`config.mk`:
```
export PLATFORM = sky130hd
export DESIGN_NAME = serial_comparator
export DESIGN_NICKNAME = d
export VERILOG_FILES = /design/src/rtl/comparator_pkg.sv /design/src/rtl/bit_compare_cell.sv /design/src/rtl/serial_comparator.sv
export SDC_FILE = /design/constraint.sdc
export NUM_CORES = 1
export LEC_CHECK = 0
export CAP_MARGIN = 0
export CORE_UTILIZATION = 45
export CTS_BUF_LIST = sky130_fd_sc_hd__clkbuf_2 sky130_fd_sc_hd__clkbuf_4 sky130_fd_sc_hd__clkbuf_8
export CTS_CLUSTER_SIZE = 20
export DETAILED_ROUTE_END_ITERATION = 12
export GPL_ROUTABILITY_DRIVEN = 0
export PLACE_DENSITY_LB_ADDON = 0.2
export RECOVER_POWER = 100
export SYNTH_ARGS = -nofsm -noshare
export SYNTH_HDL_FRONTEND = slang
export SYNTH_SLANG_ARGS = --single-unit
export TNS_END_PERCENT = 50
```
`constraint.sdc`:
```
create_clock -name clk -period 4.2 [get_ports clk]
set_clock_uncertainty 0.15 [all_clocks]
set_input_delay 0.42 -clock clk [delete_from_list [all_inputs] [get_ports clk]]
set_output_delay 0.42 -clock clk [all_outputs]
set_load 0.005 [all_outputs]
```
`src/rtl/comparator_pkg.sv`:
```
`default_nettype none
// ============================================================================
//  Module      : comparator_pkg
//  Description : Shared definitions for the bit-serial magnitude comparator.
//                Holds the FSM state encoding, the result-select encoding
//                and a helper that maps one bit-pair decision onto a
//                result select.
//  Revision    : 1.0  initial release
// ============================================================================
package comparator_pkg;

  // FSM state encoding (explicit 2-bit width)
  typedef logic [1:0] state_t;
  localparam logic [1:0] c_ST_IDLE = 2'd0;
  localparam logic [1:0] c_ST_SCAN = 2'd1;
  localparam logic [1:0] c_ST_DONE = 2'd2;

  // Result select held in the result register. c_RES_NONE is the reset
  // value, which decodes to all flags low until a first result exists.
  typedef logic [1:0] res_sel_t;
  localparam logic [1:0] c_RES_NONE = 2'd0;
  localparam logic [1:0] c_RES_EQ   = 2'd1;
  localparam logic [1:0] c_RES_LT   = 2'd2;
  localparam logic [1:0] c_RES_GT   = 2'd3;

  // Maps a decided bit pair (bits differ) onto LT/GT.
  function automatic res_sel_t f_decide(input logic i_gt);
    return i_gt ? c_RES_GT : c_RES_LT;
  endfunction

endpackage : comparator_pkg
`default_nettype wire

```
`src/rtl/bit_compare_cell.sv`:
```
`default_nettype none
// ============================================================================
//  Module      : bit_compare_cell
//  Description : Single bit-pair decision element. Reports whether the two
//                bits differ and, if so, whether A wins. The i_invert input
//                flips the winner, which is what the sign bit needs in
//                two's-complement mode (a 1 there means negative).
//  Ports       : i_a_bit  - bit of operand A at the current index
//                i_b_bit  - bit of operand B at the current index
//                i_invert - swap the sense of the greater-than decision
//                o_diff   - bits differ (decision is final)
//                o_gt     - A greater than B at this bit (valid with o_diff)
//  Revision    : 1.0  initial release
// ============================================================================
module bit_compare_cell (
  input  logic i_a_bit,
  input  logic i_b_bit,
  input  logic i_invert,
  output logic o_diff,
  output logic o_gt
);

  logic w_diff;
  logic w_gt_raw;

  assign w_diff   = i_a_bit ^ i_b_bit;
  assign w_gt_raw = i_a_bit & ~i_b_bit;

  assign o_diff = w_diff;
  // Only meaningful when the bits differ; gating keeps it clean otherwise.
  assign o_gt   = w_diff & (w_gt_raw ^ i_invert);

endmodule : bit_compare_cell
`default_nettype wire

```
`src/rtl/serial_comparator.sv`:
```
`default_nettype none
// ============================================================================
//  Module      : serial_comparator
//  Description : Bit-serial magnitude comparator. Captures two WIDTH-bit
//                operands on start, then walks them MSB first one bit pair
//                per cycle, stopping at the first differing pair. Supports
//                unsigned and two's-complement compare.
//  Parameters  : WIDTH       - operand width, 2..32
//  Ports       : clk         - clock, rising edge
//                reset       - synchronous active-high reset
//                start       - begin a comparison (accepted in IDLE/DONE)
//                signed_mode - 0 unsigned, 1 two's complement
//                a, b        - operands, captured with start
//                busy        - comparison in progress
//                done        - one-cycle pulse, results valid
//                eq/neq/lt/gt- result flags, held until next result/reset
//  Revision    : 1.0  initial release
// ============================================================================
module serial_comparator
  import comparator_pkg::*;
#(
  parameter int WIDTH = 8
) (
  input  logic             clk,
  input  logic             reset,
  input  logic             start,
  input  logic             signed_mode,
  input  logic [WIDTH-1:0] a,
  input  logic [WIDTH-1:0] b,
  output logic             busy,
  output logic             done,
  output logic             eq,
  output logic             neq,
  output logic             lt,
  output logic             gt
);

  localparam int IDX_W = (WIDTH > 1) ? $clog2(WIDTH) : 1;
  localparam logic [IDX_W-1:0] c_MSB_IDX = IDX_W'(WIDTH - 1);
  localparam logic [IDX_W-1:0] c_IDX_ONE = IDX_W'(1);

  state_t           r_state;
  res_sel_t         r_res;
  logic [IDX_W-1:0] r_idx;
  logic [WIDTH-1:0] r_a;
  logic [WIDTH-1:0] r_b;
  logic             r_signed;

  logic w_a_bit;
  logic w_b_bit;
  logic w_invert;
  logic w_diff;
  logic w_gt;
  logic w_accept;
  logic w_last;

  // Operand bits at the current scan index feed the single decision cell.
  assign w_a_bit  = r_a[r_idx];
  assign w_b_bit  = r_b[r_idx];
  // Only the sign bit flips its meaning in two's-complement mode.
  assign w_invert = r_signed & (r_idx == c_MSB_IDX);
  assign w_last   = (r_idx == '0);
  assign w_accept = start & ((r_state == c_ST_IDLE) | (r_state == c_ST_DONE));

  bit_compare_cell u_cell (
    .i_a_bit  (w_a_bit),
    .i_b_bit  (w_b_bit),
    .i_invert (w_invert),
    .o_diff   (w_diff),
    .o_gt     (w_gt)
  );

  always_ff @(posedge clk) begin
    if (reset) begin
      r_state  <= c_ST_IDLE;
      r_res    <= c_RES_NONE;
      r_idx    <= '0;
      r_a      <= '0;
      r_b      <= '0;
      r_signed <= 1'b0;
    end else begin
      case (r_state)
        c_ST_IDLE, c_ST_DONE: begin
          if (w_accept) begin
            r_a      <= a;
            r_b      <= b;
            r_signed <= signed_mode;
            r_idx    <= c_MSB_IDX;
            r_state  <= c_ST_SCAN;
          end else begin
            r_state  <= c_ST_IDLE;
          end
        end

        c_ST_SCAN: begin
          // Results change only here, on the transition into DONE.
          if (w_diff) begin
            r_res   <= f_decide(w_gt);
            r_state <= c_ST_DONE;
          end else if (w_last) begin
            r_res   <= c_RES_EQ;
            r_state <= c_ST_DONE;
          end else begin
            r_idx   <= r_idx - c_IDX_ONE;
          end
        end

        default: begin
          r_state <= c_ST_IDLE;
        end
      endcase
    end
  end

  assign busy = (r_state == c_ST_SCAN);
  assign done = (r_state == c_ST_DONE);

  // Flags decode from the held result; c_RES_NONE leaves all four low.
  assign eq  = (r_res == c_RES_EQ);
  assign lt  = (r_res == c_RES_LT);
  assign gt  = (r_res == c_RES_GT);
  assign neq = lt | gt;

endmodule : serial_comparator
`default_nettype wire

```
==> impl_metrics.py <==
metrics = {
    "cells_and_area": {
        "regArea_um2": 480.5,
        "layout_common_cells": "nand2_1 (34), dfxtp_1 (24), a21oi_1 (20)",
        "final_common_cell": "nand2_1",
        "drive_above_1_share_pct": 4.138,
        "n_antenna_cell": 0,
        "nFillCells": 217,
        "fin_area_um2": 1386,
        "syn_to_final_growth_pct": 26.34,
        "multi_input_area_um2": 565.5,
        "num-nets-final": 170,
    },
    "yosys": {
        "ys_warn_count": 0,
        "yosysSeqAreaShare_pct": 43.79,
        "synth_fa_ha_area_share_pct": 4.561,
        "synth_simple_gate_area_share_pct": 19.73,
        "synth.avg_cell_area_um2": 8.921,
        "synthMuxAreaShare_pct": 11.52,
        "synth_nets": 147,
        "synth_cells": 123,
        "synth_top_family_by_area": "simple AND/OR/NAND/NOR gates",
        "synth_cell_type_count": 25,
        "synth_compound_area_share_pct": 14.94,
        "synth-xor-area-share_pct": 0.7982,
        "synth_seq_cells": 24,
        "syn_area_um2": 1097,
    },
    "job": {
        "drv_cap": 0,
    },
    "placed_design": {
        "port-buffer-count": 25,
        "placed_area_um2": 1350,
        "dpl.hpwl_mm": 1.527,
    },
    "floorplan": {
        "die_y_um": 51.38,
        "core-area_um2": 2255,
        "ios": 26,
        "rows": 17,
        "start_util_pct": 48.67,
        "die_area_um2": 2640,
        "die_x_um": 51.38,
    },
    "power": {
        "power_leakage_nw": 0.5609,
        "p_seq_share_pct": 52.9,
        "p_sw_share_pct": 27.98,
        "p_comb_share_pct": 22.4,
        "pwr-share-clk_pct": 24.7,
        "p_per_area_nw_per_um2": 360.3,
        "p_int_uw": 359.7,
        "power.switching_uw": 139.7,
        "ir_drop_uv": 237.1,
    },
    "routing": {
        "drc_errors": 0,
        "drt-total-wl_mm": 2.166,
        "antenna_left": 0,
        "vias": 937,
        "via_per_inst": 5.416,
        "drt_iter0_markers": 18,
        "first_pass_iters": 4,
        "wire_per_inst_um": 12.52,
    },
    "critical_path": {
        "rr_worst_depth": 5,
        "crit_fanout": 8,
        "critical_path.endpoint": "r_idx[0]",
        "required_ns": 4.27,
        "critPathKind": "register to register",
        "cpMaxStageDelayCell": "mux4_1",
        "path_cells": "mux4_1 -> mux2_2 -> ha_1 -> and3_1 -> a211oi_1",
        "r2r_slack_ns": 1.67,
        "cpPeakStageDelay_ns": 0.60,
        "end_kind": "register",
        "crit_arrival_ns": 2.60,
        "start_kind": "register",
        "cp-startpoint": "r_idx[0]",
        "rr_startpoint": "r_idx[0]",
        "worst_r2r_endpoint": "r_idx[0]",
    },
    "clocking": {
        "cts_num_sinks": 24,
        "cts_resized": 0,
        "cts_root_buf": "clkbuf_4",
        "clk_path_buf_depth": 2,
        "clk_latency_ns": 0.32,
        "htree_num_levels": 1,
        "tritoncts": "built",
        "numCtsBuffers": 3,
        "clk_pin_slew_ns": 0.13,
        "cts_setup_buffers": 0,
        "hold_buffers": 0,
    },
    "timing": {
        "clock.fmax_mhz": 394.9,
        "rsz0062_at_grt": "false",
        "fin_setup_tns_ns": 0,
        "drv_slew": 0,
        "hold_violations": 0,
        "maxSlewHeadroom_pct": 43.94,
        "setup_viol": 0,
        "fin_crit_sh_pct": 60.29,
        "fin_crit_ns": 2.532,
        "tightest_slew_ns": 0.8383,
    },
    "hold_path": {
        "hp-class": "register to register",
    },
    "global_routing": {
        "antenna_found_initial": 0,
        "grt_pass1_vias": 878,
        "grt_max_degree": 25,
        "track_usage_pct": 19.96,
        "grt_pass1_wl_mm": 3.829,
        "grt-ovfl-total": 0,
    },
    "outcome": {
        "status": "finished clean",
    },
}
power by group through the flow:
stage          combinational [mW]  sequential, mW  clock [mW]
2_1_floorplan              0.0776           0.262           0
3_3_place_gp                0.109           0.269           0
5_1_grt                     0.125           0.268       0.137
3_5_place_dp                0.114           0.270           0
6_report                    0.112           0.264       0.123
4_1_cts                     0.115           0.264       0.129
registers in the layout, summed over array words and instances, names as in the netlist:
signal / flops
r_res: 2
r_b: 8
r_state: 2
r_a: 8
r_idx: 3
r_signed: 1
critical path, delay by kind of cell (launching register included):
kind            cells  cell delay [ns]
flops               1             0.54
mux                 2             0.88
fa+ha+maj           1             0.40
compound gates      1             0.27
simple gates        1             0.20
synth_stat cells, drive strengths merged:
cell type	n	share of area, %
nand3	2	0.91
inv	2	0.68
o22a	1	0.80
a21oi	20	9.1
a211oi	3	2.1
dfxtp	24	44
clkinv	1	0.34
a41o	1	0.91
and2	1	0.57
nand4	1	0.57
nor2	1	0.34
ha	4	4.6
mux2i	1	0.91
and3	1	0.57
nor2b	5	2.9
a311oi	2	1.6
nand2	34	12
buf	3	1.9
nand2b	4	2.3
o21ai	1	0.46
xnor2	1	0.80
mux4	4	9.6
mux2	1	1.0
clkbuf	5	1.7
kinds of logic after synthesis:
kind of cell	after synthesis
AOI/OAI and AO/OA	28
xor gates and xnor gates	1
adders and majority gates	4
buffers and inverters	11
DFF	24
muxes	6
and+or+nand+nor	49
worst min path at each step:
stage | start | to | cells after the start
global route | r_b[0] | r_b[0] | 2
detailed placement | r_a[7] | r_a[7] | 2
CTS | r_a[3] | r_a[3] | 2
floorplan | r_a[1] | r_a[1] | 2
finish | r_b[0] | r_b[0] | 2
global placement | r_b[2] | r_b[2] | 2
layer usage:
| layer | share of wire (%) | up-vias | global-route usage (%) | routed length (um) |
|---|---|---|---|---|
| met1 | 43 | 429 | 24.03 | 938 |
| met5 | 0 | - | 0 | 0 |
| met2 | 48 | 30 | 30.95 | 1036 |
| li1 | - | 467 | - | - |
| met3 | 4.1 | 11 | 3.869 | 89 |
| met4 | 4.7 | 0 | 15.32 | 102 |
area by class of cell:
type | instances | area share, %
inverters | 3 | 0.8123
clock buffers | 4 | 2.617
repair buffers | 26 | 18.59
flip-flops and latches | 24 | 34.66
multi-input cells | 88 | 40.79
well taps | 28 | 2.527
metrics by stage:
step	total power, mW	utilization, %	setup WS (ns)	instances	hold slack (ns)
4_1_cts	0.5087	61.49	1.670	173	0.3169
6_report	0.4995	61.49	1.668	173	0.3132
5_1_grt	0.5300	61.49	1.539	173	0.3306
3_5_place_dp	0.3838	59.88	1.705	169	0.2981
2_1_floorplan	0.3395	-	1.963	123	0.2815
3_3_place_gp	0.3779	59.88	1.808	169	0.2914
(Power assumes the default switching activity.)
